### src/rtl/rv32_pkg.sv
// Shared RV32IM pipeline constants: reset PC, bubble word, opcodes, fetch FSM encoding.
package rv32_pkg;

    localparam logic [31:0] RV_RESET_PC  = 32'h0000_0000;
    localparam logic [31:0] RV_NOP_INSTR = 32'h0000_0013;

    localparam logic [6:0] OP_LUI    = 7'h37;
    localparam logic [6:0] OP_AUIPC  = 7'h17;
    localparam logic [6:0] OP_JAL    = 7'h6F;
    localparam logic [6:0] OP_JALR   = 7'h67;
    localparam logic [6:0] OP_BRANCH = 7'h63;
    localparam logic [6:0] OP_LOAD   = 7'h03;
    localparam logic [6:0] OP_STORE  = 7'h23;
    localparam logic [6:0] OP_IMM    = 7'h13;
    localparam logic [6:0] OP_REG    = 7'h33;

    localparam logic [1:0] ST_RUN  = 2'd0;
    localparam logic [1:0] ST_MISS = 2'd1;
    localparam logic [1:0] ST_HOLD = 2'd2;

    typedef enum logic [1:0] {
        FS_RUN  = ST_RUN,
        FS_MISS = ST_MISS,
        FS_HOLD = ST_HOLD
    } fetch_state_e;

    function automatic logic [31:0] pc_plus4(input logic [31:0] pc);
        return pc + 32'd4;
    endfunction

    function automatic logic [31:0] word_align(input logic [31:0] addr);
        return addr & 32'hFFFF_FFFC;
    endfunction

endpackage

### src/rtl/fetch_skid_buf.sv
// One-entry {pc, instr, valid} buffer catching a fetch that completes while decode is stalled.
module fetch_skid_buf (
    input  logic        clk,
    input  logic        rst_n,
    input  logic        load,
    input  logic        drain,
    input  logic        clear,
    input  logic [31:0] pc_in,
    input  logic [31:0] instr_in,
    output logic        valid,
    output logic [31:0] pc,
    output logic [31:0] instr
);

    logic        valid_q, valid_d;
    logic [31:0] pc_q, pc_d;
    logic [31:0] instr_q, instr_d;

    // Next entry: a redirect clear beats a load, which beats a drain.
    always_comb begin
        valid_d = valid_q;
        pc_d    = pc_q;
        instr_d = instr_q;
        if (clear) begin
            valid_d = 1'b0;
        end else if (load) begin
            valid_d = 1'b1;
            pc_d    = pc_in;
            instr_d = instr_in;
        end else if (drain) begin
            valid_d = 1'b0;
        end else begin
            valid_d = valid_q;
        end
    end

    // Entry storage.
    always_ff @(posedge clk or negedge rst_n) begin
        if (!rst_n) begin
            valid_q <= 1'b0;
            pc_q    <= 32'h0000_0000;
            instr_q <= 32'h0000_0000;
        end else begin
            valid_q <= valid_d;
            pc_q    <= pc_d;
            instr_q <= instr_d;
        end
    end

    assign valid = valid_q;
    assign pc    = pc_q;
    assign instr = instr_q;

endmodule

### src/rtl/fetch_stage.sv
// RV32IM IF stage plus IF/ID register: PC, imem handshake, miss/stall/redirect handling.
// Optional FETCH_PERF_CNT_EN adds PERF_FETCHED / PERF_WAIT_CYC counters.
module fetch_stage
    import rv32_pkg::*;
#(
    parameter logic [31:0] RESET_PC  = RV_RESET_PC,
    parameter logic [31:0] NOP_INSTR = RV_NOP_INSTR
) (
    input  logic        CLK,
    input  logic        RESET,
    input  logic        STALL,
    input  logic        BRANCH_TAKEN,
    input  logic [31:0] BRANCH_TARGET,
    output logic        IMEM_READ,
    output logic [31:0] IMEM_ADDR,
    input  logic        IMEM_BUSYWAIT,
    input  logic [31:0] IMEM_INSTR,
    output logic        ID_VALID,
    output logic [31:0] ID_PC,
    output logic [31:0] ID_PC4,
    output logic [31:0] ID_INSTR,
    output logic [6:0]  OPCODE,
    output logic [2:0]  FUNC3,
    output logic [6:0]  FUNC7,
    output logic        FETCH_STALL
`ifdef FETCH_PERF_CNT_EN
    ,
    output logic [31:0] PERF_FETCHED,
    output logic [31:0] PERF_WAIT_CYC
`endif
);

    logic [1:0]  state_q, state_d;
    logic [31:0] pc_q, pc_d;
    logic        kill_q, kill_d;
    logic [31:0] tgt_q, tgt_d;
    logic        id_valid_q, id_valid_d;
    logic [31:0] id_pc_q, id_pc_d, id_pc4_q, id_pc4_d, id_instr_q, id_instr_d;

    logic        read_s, id_load_s, id_new_valid_s;
    logic [31:0] id_new_pc_s, id_new_instr_s;
    logic        skid_load_s, skid_drain_s, skid_clear_s, skid_valid_s;
    logic [31:0] skid_pc_s, skid_instr_s;

    fetch_skid_buf u_skid (
        .clk      (CLK),
        .rst_n    (RESET),
        .load     (skid_load_s),
        .drain    (skid_drain_s),
        .clear    (skid_clear_s),
        .pc_in    (pc_q),
        .instr_in (IMEM_INSTR),
        .valid    (skid_valid_s),
        .pc       (skid_pc_s),
        .instr    (skid_instr_s)
    );

    // Fetch FSM; an IF/ID load with id_new_valid_s=0 is a bubble.
    always_comb begin
        state_d        = state_q;
        pc_d           = pc_q;
        kill_d         = kill_q;
        tgt_d          = tgt_q;
        read_s         = 1'b0;
        id_load_s      = 1'b0;
        id_new_valid_s = 1'b0;
        id_new_pc_s    = id_pc_q;
        id_new_instr_s = NOP_INSTR;
        skid_load_s    = 1'b0;
        skid_drain_s   = 1'b0;
        skid_clear_s   = 1'b0;
        case (state_q)
            ST_RUN: begin
                read_s = !STALL || BRANCH_TAKEN;
                if (BRANCH_TAKEN) begin
                    id_load_s    = 1'b1;
                    skid_clear_s = 1'b1;
                    pc_d         = word_align(BRANCH_TARGET);
                end else if (STALL) begin
                    pc_d = pc_q;
                end else if (IMEM_BUSYWAIT) begin
                    state_d = ST_MISS;
                end else begin
                    id_load_s      = 1'b1;
                    id_new_valid_s = 1'b1;
                    id_new_pc_s    = pc_q;
                    id_new_instr_s = IMEM_INSTR;
                    pc_d           = pc_plus4(pc_q);
                end
            end
            ST_MISS: begin
                read_s = 1'b1;
                if (!IMEM_BUSYWAIT) begin
                    if (BRANCH_TAKEN || kill_q) begin
                        // wrong-path word: drop it and resume at the newest target
                        id_load_s    = 1'b1;
                        skid_clear_s = 1'b1;
                        pc_d         = BRANCH_TAKEN ? word_align(BRANCH_TARGET) : tgt_q;
                        kill_d       = 1'b0;
                        state_d      = ST_RUN;
                    end else if (STALL) begin
                        skid_load_s = 1'b1;
                        pc_d        = pc_plus4(pc_q);
                        state_d     = ST_HOLD;
                    end else begin
                        id_load_s      = 1'b1;
                        id_new_valid_s = 1'b1;
                        id_new_pc_s    = pc_q;
                        id_new_instr_s = IMEM_INSTR;
                        pc_d           = pc_plus4(pc_q);
                        state_d        = ST_RUN;
                    end
                end else if (BRANCH_TAKEN) begin
                    id_load_s    = 1'b1;
                    skid_clear_s = 1'b1;
                    kill_d       = 1'b1;
                    tgt_d        = word_align(BRANCH_TARGET);
                end else begin
                    state_d = ST_MISS;
                end
            end
            ST_HOLD: begin
                if (BRANCH_TAKEN) begin
                    id_load_s    = 1'b1;
                    skid_clear_s = 1'b1;
                    pc_d         = word_align(BRANCH_TARGET);
                    state_d      = ST_RUN;
                end else if (!STALL) begin
                    id_load_s      = 1'b1;
                    id_new_valid_s = skid_valid_s;
                    id_new_pc_s    = skid_pc_s;
                    id_new_instr_s = skid_instr_s;
                    skid_drain_s   = 1'b1;
                    state_d        = ST_RUN;
                end else begin
                    state_d = ST_HOLD;
                end
            end
            default: begin
                state_d = ST_RUN;
                kill_d  = 1'b0;
            end
        endcase

        id_valid_d = id_load_s ? id_new_valid_s          : id_valid_q;
        id_pc_d    = id_load_s ? id_new_pc_s             : id_pc_q;
        id_pc4_d   = id_load_s ? pc_plus4(id_new_pc_s)   : id_pc4_q;
        id_instr_d = id_load_s ? id_new_instr_s          : id_instr_q;
    end

    // PC, FSM and IF/ID registers.
    always_ff @(posedge CLK or negedge RESET) begin
        if (!RESET) begin
            state_q    <= ST_RUN;
            pc_q       <= RESET_PC;
            kill_q     <= 1'b0;
            tgt_q      <= 32'h0000_0000;
            id_valid_q <= 1'b0;
            id_pc_q    <= 32'h0000_0000;
            id_pc4_q   <= 32'h0000_0004;
            id_instr_q <= NOP_INSTR;
        end else begin
            state_q    <= state_d;
            pc_q       <= pc_d;
            kill_q     <= kill_d;
            tgt_q      <= tgt_d;
            id_valid_q <= id_valid_d;
            id_pc_q    <= id_pc_d;
            id_pc4_q   <= id_pc4_d;
            id_instr_q <= id_instr_d;
        end
    end

    assign IMEM_READ   = RESET & read_s;
    assign IMEM_ADDR   = pc_q;
    assign FETCH_STALL = (state_q == ST_MISS);
    assign ID_VALID    = id_valid_q;
    assign ID_PC       = id_pc_q;
    assign ID_PC4      = id_pc4_q;
    assign ID_INSTR    = id_instr_q;
    assign OPCODE      = id_instr_q[6:0];
    assign FUNC3       = id_instr_q[14:12];
    assign FUNC7       = id_instr_q[31:25];

`ifdef FETCH_PERF_CNT_EN
    logic [31:0] perf_fetched_q, perf_fetched_d, perf_wait_q, perf_wait_d;

    // Wrapping event counters.
    always_comb begin
        perf_fetched_d = perf_fetched_q;
        perf_wait_d    = perf_wait_q;
        if (id_load_s && id_new_valid_s) begin
            perf_fetched_d = perf_fetched_q + 32'd1;
        end else begin
            perf_fetched_d = perf_fetched_q;
        end
        if (state_q == ST_MISS) begin
            perf_wait_d = perf_wait_q + 32'd1;
        end else begin
            perf_wait_d = perf_wait_q;
        end
    end

    // Counter storage.
    always_ff @(posedge CLK or negedge RESET) begin
        if (!RESET) begin
            perf_fetched_q <= 32'h0000_0000;
            perf_wait_q    <= 32'h0000_0000;
        end else begin
            perf_fetched_q <= perf_fetched_d;
            perf_wait_q    <= perf_wait_d;
        end
    end

    assign PERF_FETCHED  = perf_fetched_q;
    assign PERF_WAIT_CYC = perf_wait_q;
`endif

endmodule

### config.mk
export PLATFORM = sky130hd
export DESIGN_NAME = fetch_stage
export DESIGN_NICKNAME = d
export VERILOG_FILES = /design/src/rtl/rv32_pkg.sv /design/src/rtl/fetch_skid_buf.sv /design/src/rtl/fetch_stage.sv
export SDC_FILE = /design/constraint.sdc
export NUM_CORES = 1
export LEC_CHECK = 0
export BUFFER_PORTS_ARGS = -buffer_cell sky130_fd_sc_hd__buf_2
export CAP_MARGIN = 20
export CELL_PAD_IN_SITES_DETAIL_PLACEMENT = 0
export CELL_PAD_IN_SITES_GLOBAL_PLACEMENT = 1
export CORE_ASPECT_RATIO = 1.4
export CORE_MARGIN = 4
export CORE_UTILIZATION = 47
export DETAILED_ROUTE_END_ITERATION = 8
export PLACE_DENSITY_LB_ADDON = 0.1
export REMOVE_ABC_BUFFERS = 1
export SYNTH_ARGS = -nofsm -noshare
export SYNTH_HDL_FRONTEND = slang
export SYNTH_HIERARCHICAL = 1
export SYNTH_SLANG_ARGS = --single-unit
### constraint.sdc
create_clock -name CLK -period 5.08 [get_ports CLK]
set_input_delay 0.508 -clock CLK [delete_from_list [all_inputs] [get_ports CLK]]
set_output_delay 0.508 -clock CLK [all_outputs]
set_load 0.02 [all_outputs]
Word-level counts from Yosys, hierarchy flattened
Index checks and enable logic that the tools add are counted.
- flip-flop bits (word level): 229
- bits in latches: 0
- bits in writable memories: 0
- ROM bits: 0
- input bits: 69
- output and inout bits: 148
- word-level logic and storage cells: 107
- memories kept: 0
- $add $sub $neg: 2
- $mul: 0
- div/mod/pow operators: 0
- $lt $le $gt $ge: 0
- eq/ne operators: 12
- shift operators: 0
- multiplexer cells: 67
- bitwise gates (word level): 3
- reductions and logical operators: 12
- operators with widths (cell ; number):
    $mux 32 ; 23
    $pmux 32 s3 ; 3
    $add 32x3->32 const B ; 2
    $mux 1 ; 27
    $mux 2 ; 8
    $ne 3x3->1 const B ; 4
    $ne 2x2->1 const B ; 5
    $pmux 1 s2 ; 3
    $pmux 1 s3 ; 2
    $pmux 2 s3 ; 1
    $reduce_bool 3->1 ; 2
    $reduce_and 5->1 ; 1
    $reduce_and 2->1 ; 2
    $reduce_and 4->1 ; 1
    $ne 3x2->1 const B ; 1
    $reduce_and 3->1 ; 1
    $eq 2x1->1 const B ; 1
    $eq 2x2->1 const B ; 1
    $logic_not 2->1 ; 1
    $logic_or 1x1->1 ; 2
    $not 1->1 ; 2
    $reduce_or 2->1 ; 1
    $and 1x1->1 ; 1
    $logic_not 1->1 ; 1

Logic depth before layout (Yosys ltp)
Gate-level depths: netlist of run 1.
- depth in word-level cells: 6
- gate-level depth with buffers: 15
- mapped depth without buffers: 13

Hierarchy
Netlist of run 1, hierarchy kept.
- by module, submodules not included (module ; times used ; cells an instance ; area each (um^2) ; seq. area each (um^2)):
    fetch_stage ; 1 ; 1194 ; 10153.5 ; 4058.9
    fetch_skid_buf ; 1 ; 140 ; 2741.4 ; 1626.6

Least setup slack after synthesis of run 1
OpenSTA, ideal clock, no wires.
- path kind: register to register
- start point: register state_q[1]
- end point: register id_pc4_q[22] (netlist: ID_PC4[22])
- library setup time: 0.095 ns
- arrival time: 3.204 ns
- data required time: 4.985 ns
- path slack: 1.780 ns
- cell stages (with the launch flop): 16
- path buffers: 3
- cells stage by stage: dfrtp_1 > inv_1 > ha_1 > buf_2 > o21ai_0 > nand4_2 > clkbuf_1 > nand2_1 > o21ai_0 > ha_1 > inv_1 > nor3b_2 > nand4_1 > clkbuf_1 > o31a_1 > o31ai_1
- cells in the longest elaborated chain, start to end: 3
- elaborated cells between the ends (all ways): 6
- those cells by class: 1 x add/sub; 2 x eq/ne; 2 x mux; 1 x reduce/logical
- RTL lines (what ; line ; RTL):
    start, declared ; fetch_stage.sv:33 ; logic [1:0] state_q, state_d;
    start signal, assigned ; fetch_stage.sv:163 ; state_q <= state_d;
    $eq 2x1->1 ; - ;
    net FETCH_STALL ; fetch_stage.sv:25 ; output logic FETCH_STALL
    $pmux 32 s3 ; fetch_stage.sv:72 ; case (state_q)
    net id_new_pc_s[3] ; fetch_stage.sv:41 ; logic [31:0] id_new_pc_s, id_new_instr_s;
    $add 32x3->32 ; rv32_pkg.sv:28 ; return pc + 32'd4;
    end signal, assigned ; fetch_stage.sv:169 ; id_pc4_q <= id_pc4_d;
    end, declared ; fetch_stage.sv:38 ; logic [31:0] id_pc_q, id_pc_d, id_pc4_q, id_pc4_d, id_instr_q, id_instr_d;
The timed path passes the listed nets, and every way through them passes these cells.
A chain may end at the register's enable or synchronous reset.

Worst setup path in the final report of run 1
- start point: register state_q[1]
- end point: register id_pc4_q[30] (netlist: ID_PC4[30])
- cells in the longest elaborated chain, start to end: 3
- elaborated cells between the ends (all ways): 6
- those cells by class: 1 x add/sub; 2 x eq/ne; 2 x mux; 1 x reduce/logical
- RTL lines (what ; line):
    $eq 2x2->1, or another cell as far along ; fetch_stage.sv:72
    $pmux 32 s3 (*) ; fetch_stage.sv:72
    net id_new_pc_s[3] ; fetch_stage.sv:41
    $add 32x3->32 (*) ; rv32_pkg.sv:28
Mark *: on every way through the listed nets, which the timed path passes. The rest lies on a longest branch.

==> results of run 1 <==
-- worst reg2reg max path, stage by stage, from the launching register on --
cell     delay (ns)
dfrtp_1        0.42
inv_1          0.09
ha_1           0.32
nor2b_4        0.19
buf_4          0.22
o21a_2         0.41
a22oi_1        0.16
o21ai_0        0.46
ha_1           0.24
inv_1          0.07
nor3b_2        0.20
buf_4          0.19
nand4_1        0.46
o31a_1         0.43
o31ai_1        0.19
-- cells in the final DEF (no fill, tap or decap), drive strengths merged, types with 10 or more instances in the layout --
master	count
clkbuf	37
o211ai	26
a21oi	56
nand4	11
and3	11
a22oi	37
a221oi	40
mux2	105
inv	14
xor2	16
nand3	29
a31oi	10
dfrtp	223
buf	250
nor2	111
and2	15
mux2i	14
nand2	188
nor3	12
o21ai	103
a21o	17
xnor2	15
o31ai	13
-- layer usage --
metal	track usage (%)	vias up	share of wire, %
li1	-	5142	-
met1	33.30	5236	44
met2	41.73	333	48
met3	2.751	65	5.3
met4	7.197	0	2.6
met5	0	-	0
-- kinds of logic after synthesis --
group / Yosys count / share of synthesized area (%)
compound gates: 375 / 19.63
xor+xnor: 31 / 2.106
fa+ha+maj: 6 / 0.5822
buf+inv: 143 / 5.899
flops: 227 / 44.09
mux: 119 / 12.00
simple gates: 433 / 15.69
-- sequential cells by signal (all words and copies together), names as in the netlist, 2 cells and up, named ones only --
| name | cells |
|---|---|
| ID_INSTR | 32 |
| tgt_q | 32 |
| IMEM_ADDR | 32 |
| ID_PC4 | 30 |
| u_skid/instr | 32 |
| ID_PC | 30 |
| u_skid/pc | 32 |
| state_q | 2 |
-- power breakdown --
part           switching (mW)  leakage, nW  internal, mW
clock                   0.785        0.453          1.19
sequential              0.785         2.87          2.62
combinational            2.77         3.47          1.81
total                    4.34         6.79          5.62
-- how the worst min path moves through the flow --
stage / endpoint / slack (ns) / cells past startpoint
after detailed placement: ID_PC4[2]$_DFFE_PN1P_ / 0.46 / 2
after floorplan: ID_INSTR[10]$_DFFE_PN0P_ / 0.21 / 0
final: u_skid/instr[22]$_DFFE_PN0P_ / 0.22 / 2
after global placement: ID_PC4[15]$_DFFE_PN0P_ / 0.45 / 2
after CTS: u_skid/instr[4]$_DFFE_PN0P_ / 0.20 / 2
after global routing: u_skid/instr[24]$_DFFE_PN0P_ / 0.21 / 2
-- cell type report --
type | instances | share of cell area (%)
clock buffers | 37 | 5.301
clock inverters | 10 | 0.7441
inverters | 13 | 0.3261
multi-input cells | 964 | 43.24
flip-flops and latches | 227 | 37.99
well taps | 365 | 3.052
repair buffers | 251 | 9.348
-- through the flow --
step | std cells | hold WS [ns] | utilization [%]
floorplan | 1204 | 0.2124 | -
global placement | 1819 | 0.4486 | 52.02
detailed placement | 1819 | 0.4555 | 52.02
CTS | 1867 | 0.2006 | 55.41
global route | 1867 | 0.2119 | 55.41
finish | 1867 | 0.2211 | 55.41
==> flow_metrics.tcl, run 1 <==
set metrics [dict create \
    drc_errors 0 \
    yosys-top-cells-area "dfrtp_1, mux2_4, nand2_1" \
    ys_seq_area_share_pct 44.09 \
    p_per_area_mw_per_mm2 665.3 \
    netlist_top_cells_count "dfrtp_1, nand2_1, nor2_1, o21ai_0, clkbuf_1" \
    ir_drop_mv 0.3787 \
    grt_pass1_vias 10770 \
    tightest_slew_ns 0.8515 \
    routedWlPerCell_um 20.07 \
    root_buffer "clkbuf_16" \
    antenna_found_initial 0 \
    clockBufferDepth 3 \
    ioPinCount 217 \
    cp_cell_sequence "inv_1 -> ha_1 -> nor2b_4 -> buf_4 -> o21a_2 -> a22oi_1 -> o21ai_0 -> ha_1 -> inv_1 -> nor3b_2 -> buf_4 -> nand4_1 -> o31a_1 -> o31ai_1" \
    syn_inst 1334 \
    status "completed" \
    drv_slew 0 \
    via_per_inst 5.772 \
    fin_worst_skew_ns 0.01068 \
    globalplace.congestion 0.8728 \
    cts_setup_buffers 0 \
    grt_max_degree 155 \
    syn_avg_cell_area_um2 9.666 \
    antenna_cells 0 \
    cts.sinks 227 \
    setup-violations-final 0 \
    rsz0062_at_grt "no" \
    synth_seq_cells 227 \
    grt_use_total_pct 24.57 \
    die_h_um 204.0 \
    ant_nets 0 \
    crit_arrival_ns 4.59 \
    endpoint_kind "flop" \
    critPathTopFamily "compound AO/OA/AOI/OAI gates" \
    die_area_mm2 0.03019 \
    path_clk_slew_ns 0.06 \
    hp-start "IMEM_INSTR[22]" \
    drive_gt1_share_pct 28.23 \
    crit_buf_inv 4 \
    async_reset_ff_share_pct 100.0 \
    core_mm2 0.02701 \
    max_cap_violations 0 \
    synth_enable_flop_cells 0 \
    relSlewSlack_pct 43.23 \
    grt_pass1_wl_um 60440 \
    crit_path_start_kind "flop" \
    drt-pass1-iter-count 4 \
    total_power_mw 9.955 \
    synth_cell_type_count 74 \
    critPathSlowestCell "o21ai_0" \
    first_iter_violations 569 \
    dp_hpwl_um 24880 \
    nFillCells 2534 \
    multi_input_area_mm2 0.006470 \
    synthToLayoutAreaGrowth_pct 16.05 \
    htreeDepth 1 \
    cp-endpoint "ID_PC4[30]$_DFFE_PN0P_" \
    crit_path_start "state_q[1]$_DFFE_PN0P_" \
    dpl_cell_area_mm2 0.01405 \
    cts_hold_buf 1 \
    r2r-end "ID_PC4[30]$_DFFE_PN0P_" \
    slowest_delay_ns 0.46 \
    post-route-period-util_pct 81.84 \
    clkLatencyLatePin_ns 0.53 \
    yosys_warnings 6 \
    syn-cell-area_mm2 0.01289 \
    finalHoldViolCount 0 \
    io_buffers 214 \
    r2r_start "state_q[1]$_DFFE_PN0P_" \
    pre_cts_ws_ns 1.016 \
    yosysTopAreaCell "dfrtp_1" \
    cts-resized-gates 0 \
    final.min_clock_period_ns 4.157 \
    fin_area_mm2 0.01496 \
    cp_max_fo 16 \
    reg2reg_slack_ns 0.92 \
    worstRegToRegCells 14 \
    cp.depth 14 \
    crit_type "reg -> reg" \
    cp.required_ns 5.52 \
    die_x_um 148.0 \
    yosysMostFrequentCell "dfrtp_1" \
    fmax_mhz 240.5 \
    initial_core_util_pct 47.75 \
    num_vias 10780 \
    layout_setup_ws_ns 0.9225 \
    fin_setup_tns_ns 0 \
    final-seq-area_mm2 0.005685 \
    grt_overflow_total 0 \
    wirelength_um 37480 \
    cts_tree "yes" \
    fp-row-count 71 \
    synth_top_area_share_pct 43.28 \
    cts_made_buffers 26 \
    worstHoldPathType "in -> reg" \
    leakage_nw 6.795 \
    synth-main-ff-cell "dfrtp_1" \
    finalNetCount 1558 \
]
(Power assumes the default switching activity.)
==> run 2, diff against run 1 <==
--- a/config.mk
+++ b/config.mk
@@ -11,7 +11,7 @@
 export CELL_PAD_IN_SITES_GLOBAL_PLACEMENT = 1
 export CORE_ASPECT_RATIO = 1.4
 export CORE_MARGIN = 4
-export CORE_UTILIZATION = 47
+export CORE_UTILIZATION = 44
 export DETAILED_ROUTE_END_ITERATION = 8
 export PLACE_DENSITY_LB_ADDON = 0.1
 export REMOVE_ABC_BUFFERS = 1
==> constraint.sdc (replaced) <==
create_clock -name CLK -period 4.1 [get_ports CLK]
set_input_delay 0.41 -clock CLK [delete_from_list [all_inputs] [get_ports CLK]]
set_output_delay 0.41 -clock CLK [all_outputs]
set_load 0.02 [all_outputs]
==> run 2 against run 1 <==
Against the previous run: setup slack lost 0.43 ns; cell area grew 1.5%; sequential share of layout area shrank 0.56 points; critical path type unchanged; sequential power grew 23%.
==> flow_metrics.tcl, run 2 (synthesis gave the netlist of run 1 again) <==
set metrics [dict create \
    wirelength_um 38620 \
    rsz0062_at_grt "no" \
    crit_type "reg -> reg" \
    root_buffer "clkbuf_16" \
    ir_drop_mv 0.4348 \
    leakage_nw 6.920 \
    first_iter_violations 582 \
    endpoint_kind "flop" \
    cp_max_fo 20 \
    crit_buf_inv 4 \
    place_inst 1854 \
    setup-violations-final 0 \
    instances_no_fill 1905 \
    total_power_mw 12.54 \
    antenna_cells 0 \
    final_core_util_pct 52.95 \
    clockBufferDepth 3 \
    ant_nets 0 \
    antenna_found_initial 0 \
    fin_worst_skew_ns 0.02070 \
    routedWlPerCell_um 20.27 \
    critPathSlowestCell "or4_1" \
    switching_share_pct 43.39 \
    crit_path_start "state_q[1]$_DFFE_PN0P_" \
    grt_pass1_vias 10920 \
    clkLatencyLatePin_ns 0.55 \
    max_cap_violations 0 \
    relSlewSlack_pct 34.89 \
    num_vias 10910 \
    grt_max_degree 84 \
    finalNetCount 1585 \
    post-route-period-util_pct 88.08 \
    final_cell_mix "dfrtp_1, buf_2, nand2_1" \
    fp-row-count 73 \
    drive_gt1_share_pct 29.54 \
    pwr-share-seq_pct 33.5 \
    p_int_mw 7.097 \
    dp_hpwl_um 27080 \
    slowest_delay_ns 0.60 \
    cts_made_buffers 26 \
    hp-start "IMEM_INSTR[23]" \
    worstHoldPathType "in -> reg" \
    layout_commonest_cell "dfrtp_1" \
    ioPinCount 217 \
    io_buffers 214 \
    status "completed" \
    tightest_slew_ns 0.9739 \
    pwr-share-clk_pct 19.8 \
    cts-resized-gates 0 \
    globalplace.congestion 0.8491 \
    cp_cell_sequence "inv_1 -> ha_1 -> buf_4 -> o21ai_0 -> nand4_2 -> buf_4 -> nand2_1 -> a222oi_1 -> buf_4 -> nand3_2 -> or4_1 -> o31a_1 -> o31ai_1" \
    dpl_cell_area_mm2 0.01424 \
    critPathTopFamily "compound AO/OA/AOI/OAI gates" \
    core_mm2 0.02868 \
    final.min_clock_period_ns 3.611 \
    htreeDepth 1 \
    grt_use_total_pct 23.58 \
    synthToLayoutAreaGrowth_pct 17.78 \
    finalHoldViolCount 0 \
    fin_area_mm2 0.01519 \
    path_clk_slew_ns 0.06 \
    crit_arrival_ns 4.06 \
    drc_errors 0 \
    grt_pass1_wl_um 62380 \
    cp_common_cell "buf_4" \
    comb_power_share_pct 46.6 \
    drv_slew 0 \
    via_per_inst 5.725 \
    die_area_mm2 0.03215 \
    crit_path_start_kind "flop" \
    cp.required_ns 4.55 \
    whs_ns 0.1129 \
    cts_tree "yes" \
    fmax_mhz 276.9 \
    grt_overflow_total 0 \
    die_h_um 210.6 \
    p_switching_mw 5.440 \
    die_x_um 152.7 \
    p_per_area_mw_per_mm2 825.5 \
    cts.sinks 227 \
    r2r_start "state_q[1]$_DFFE_PN0P_" \
    initial_core_util_pct 44.96 \
    drt-pass1-iter-count 5 \
]
[run 2: cell count changes in the layout (fill, tap and decap cells not counted)]
cell / delta
clkbuf_16: -1
clkinvlp_4: +3
buf_12: -1
clkinv_2: +1
clkinv_8: +1
buf_4: +28
clkbuf_8: -3
clkinv_4: -2
bufinv_16: +2
[run 2: stage by stage]
| step | setup TNS (ns) | setup slack, ns |
|---|---|---|
| after detailed placement | 0 | 0.2729 |
| after global placement | 0 | 0.3237 |
| after floorplan | -26.85 | -1.075 |
| after global routing | 0 | 0.1928 |
| after CTS | 0 | 0.3262 |
| final | 0 | 0.4888 |
[run 2: power by group through the flow]
| stage | registers, mW | logic [mW] | clock network [mW] |
|---|---|---|---|
| 6_report | 4.21 | 5.84 | 2.49 |
| 2_1_floorplan | 4.69 | 3.14 | 0 |
| 3_5_place_dp | 4.23 | 5.88 | 0 |
| 4_1_cts | 4.19 | 5.90 | 2.56 |
| 5_1_grt | 4.36 | 6.45 | 2.66 |
| 3_3_place_gp | 4.18 | 5.81 | 0 |
[run 2: final cells by class]
cell class | instances | area [um2]
multi-input cells | 964 | 6470
clock buffers | 33 | 726.9
fillers | 2694 | 13490
well taps | 375 | 469.2
repair buffers | 278 | 1589
flip-flops and latches | 227 | 5685
clock inverters | 15 | 197.7
inverters | 13 | 48.80
[run 2: final timing paths]
check / end / slack, ns / depth (start not counted)
max: ID_PC4[28]$_DFFE_PN0P_ / 0.49 / 13
min: u_skid/instr[23]$_DFFE_PN0P_ / 0.11 / 2
max reg2reg: ID_PC4[28]$_DFFE_PN0P_ / 0.49 / 13
min reg2reg: ID_PC4[15]$_DFFE_PN0P_ / 0.46 / 2
max in group asynchronous: ID_INSTR[8]$_DFFE_PN0P_ / 2.31 / 3
min in group asynchronous: ID_INSTR[24]$_DFFE_PN0P_ / 0.44 / 2
[run 2: timing repair]
item | in CTS | in global routing
endpoints found under the hold margin | 79 | 0
setup buffers | 0 | 2
setup endpoints to repair | 0 | 5
hold buffers | 1 | 0
[run 2: layer usage]
layer | vias up | wire length [um] | track usage (%)
li1 | 5187 | - | -
met5 | - | 0 | 0
met4 | 0 | 929 | 7.101
met3 | 53 | 2276 | 3.984
met1 | 5328 | 16520 | 31.09
met2 | 339 | 18900 | 40.09
==> run 3, diff against run 2 <==
--- a/config.mk
+++ b/config.mk
@@ -13,7 +13,8 @@
 export CORE_MARGIN = 4
 export CORE_UTILIZATION = 44
 export DETAILED_ROUTE_END_ITERATION = 8
-export PLACE_DENSITY_LB_ADDON = 0.1
+export PLACE_DENSITY = 0.87
+export RECOVER_POWER = 50
 export REMOVE_ABC_BUFFERS = 1
 export SYNTH_ARGS = -nofsm -noshare
 export SYNTH_HDL_FRONTEND = slang
==> run 3 against run 2 <==
Against the previous run: the flow now finishes with violations (capacitance limit, slew limit); worst hold slack improved by 0.0067 ns; maximum frequency shrank 9.9%; via count rose by 0.30%; routed wire length is 2.2% lower; non-clock buffer count fell by 19; critical endpoint is now u_skid/pc[29]$_DFFE_PN0P_; highest routed layer unchanged.
==> flow_metrics.tcl, run 3 (synthesis gave the netlist of run 1 again) <==
set metrics [dict create \
    core_mm2 0.02868 \
    finalNetCount 1565 \
    r2r_start "state_q[1]$_DFFE_PN0P_" \
    ant_nets 0 \
    clockBufferDepth 3 \
    grt_max_degree 129 \
    hold_path_depth 2 \
    ir_drop_mv 0.3630 \
    die_h_um 210.6 \
    antenna_found_initial 0 \
    grt_overflow_total 0 \
    leakage_nw 6.278 \
    fp-row-count 73 \
    fin_area_mm2 0.01478 \
    dpl_cell_area_mm2 0.01410 \
    relSlewSlack_pct -39.29 \
    cp_max_fo 24 \
    path_clk_slew_ns 0.06 \
    final_core_util_pct 51.52 \
    wl_met2_um 18830 \
    violations "capacitance limit, slew limit" \
    place_inst 1837 \
    grt_pass1_wl_um 60310 \
    via_per_inst 5.804 \
    clkLatencyLatePin_ns 0.54 \
    tightest_slew_ns 2.089 \
    htreeDepth 1 \
    finalHoldViolCount 0 \
    cts-resized-gates 0 \
    p_per_area_mw_per_mm2 823.8 \
    endpoint_kind "flop" \
    layout_setup_ws_ns 0.09130 \
    total_power_mw 12.17 \
    final.min_clock_period_ns 4.009 \
    cts.sinks 227 \
    routedWlPerCell_um 20.04 \
    fmax_mhz 249.5 \
    r2r-end "u_skid/pc[29]$_DFFE_PN0P_" \
    die_x_um 152.7 \
    cp.required_ns 4.53 \
    final_cell_mix "dfrtp_1, nand2_1, clkbuf_1" \
    fin_setup_tns_ns 0 \
    layout_commonest_cell "dfrtp_1" \
    grt_use_total_pct 22.71 \
    worstRegToRegCells 8 \
    whs_ns 0.1195 \
    drt-pass1-iter-count 7 \
    max_cap_violations 2 \
    instances_no_fill 1885 \
    grt_pass1_vias 10910 \
    fin_worst_skew_ns 0.01451 \
    nFillCells 2719 \
    hp-start "IMEM_INSTR[14]" \
    setup-violations-final 0 \
    wl_met3_um 2067 \
    crit_type "reg -> reg" \
    initial_core_util_pct 44.96 \
    wirelength_um 37770 \
    cts_made_buffers 25 \
    wl_met1_um 15630 \
    num_vias 10940 \
    first_iter_violations 721 \
    reg2reg_slack_ns 0.09 \
    synthToLayoutAreaGrowth_pct 14.58 \
    io_buffers 214 \
    ioPinCount 217 \
    crit_path_start_kind "flop" \
    drc_errors 0 \
    globalplace.congestion 0.8732 \
    drv_slew 162 \
    holdPathEnd "u_skid/instr[14]$_DFFE_PN0P_" \
    status "complete, but fails checks" \
    cts_tree "yes" \
    worstHoldPathType "in -> reg" \
    die_area_mm2 0.03215 \
    post-route-period-util_pct 97.77 \
    top_layer "met4" \
    dp_hpwl_um 26000 \
    rsz0062_at_grt "no" \
    crit_arrival_ns 4.43 \
    root_buffer "clkbuf_16" \
    pre_cts_ws_ns 0.3403 \
    drive_gt1_share_pct 18.69 \
]
==> run 3: changes by cell type in the layout (fill, tap and decap cells not counted), sizes merged <==
cell,before,now
buf,277,109
bufinv,4,3
clkbuf,33,185
clkinv,7,5
clkinvlp,3,1
diode,0,1
==> run 3: what timing repair did <==
| action | CTS | global route |
|---|---|---|
| hold buffers | 1 | 0 |
| setup buffers | 0 | 0 |
| setup endpoints to repair | 0 | 0 |
| endpoints found under the hold margin | 99 | 0 |
==> run 3: cell type report <==
class / count / area, um2 / area share [%]
multi-input cells: 964 / 6472 / 43.81
flip-flops and latches: 227 / 5685 / 38.48
clock inverters: 10 / 131.4 / 0.8892
clock buffers: 36 / 737.0 / 4.988
well taps: 375 / 469.2 / 3.176
inverters: 13 / 48.80 / 0.3303
repair buffers: 259 / 1229 / 8.316
diodes: 1 / 2.502 / 0.01694
==> run 3: worst max path at each step <==
stage	start	end	slack (ns)
after CTS	state_q[0]$_DFFE_PN0P_	ID_PC4[30]$_DFFE_PN0P_	0.33
after global routing	state_q[0]$_DFFE_PN0P_	ID_PC4[26]$_DFFE_PN0P_	0.01
final	state_q[1]$_DFFE_PN0P_	u_skid/pc[29]$_DFFE_PN0P_	0.09
after detailed placement	state_q[0]$_DFFE_PN0P_	ID_PC4[30]$_DFFE_PN0P_	0.34
after global placement	state_q[0]$_DFFE_PN0P_	ID_PC4[30]$_DFFE_PN0P_	0.42
after floorplan	state_q[0]$_DFFE_PN0P_	ID_PC4[26]$_DFFE_PN0P_	-1.08
==> run 3: layer usage <==
| metal | track usage, % | vias to the layer above |
|---|---|---|
| met5 | 0 | - |
| li1 | - | 5154 |
| met4 | 8.423 | 0 |
| met1 | 28.55 | 5333 |
| met2 | 40.06 | 380 |
| met3 | 2.999 | 73 |
==> run 3: worst max-delay path, cell delays in order, from the launching register on <==
cell      delay [ns]
dfrtp_1         0.42
inv_1           0.10
ha_1            0.23
clkbuf_1        0.74
nand2_1         0.16
nor3b_1         0.35
nor2b_4         0.95
buf_4           0.53
mux2_2          0.39
==> run 3: power breakdown <==
part | switching, mW | internal (mW)
Combinational | 3.48 | 2.09
Sequential | 0.969 | 3.25
Clock | 0.948 | 1.44
Total | 5.40 | 6.78
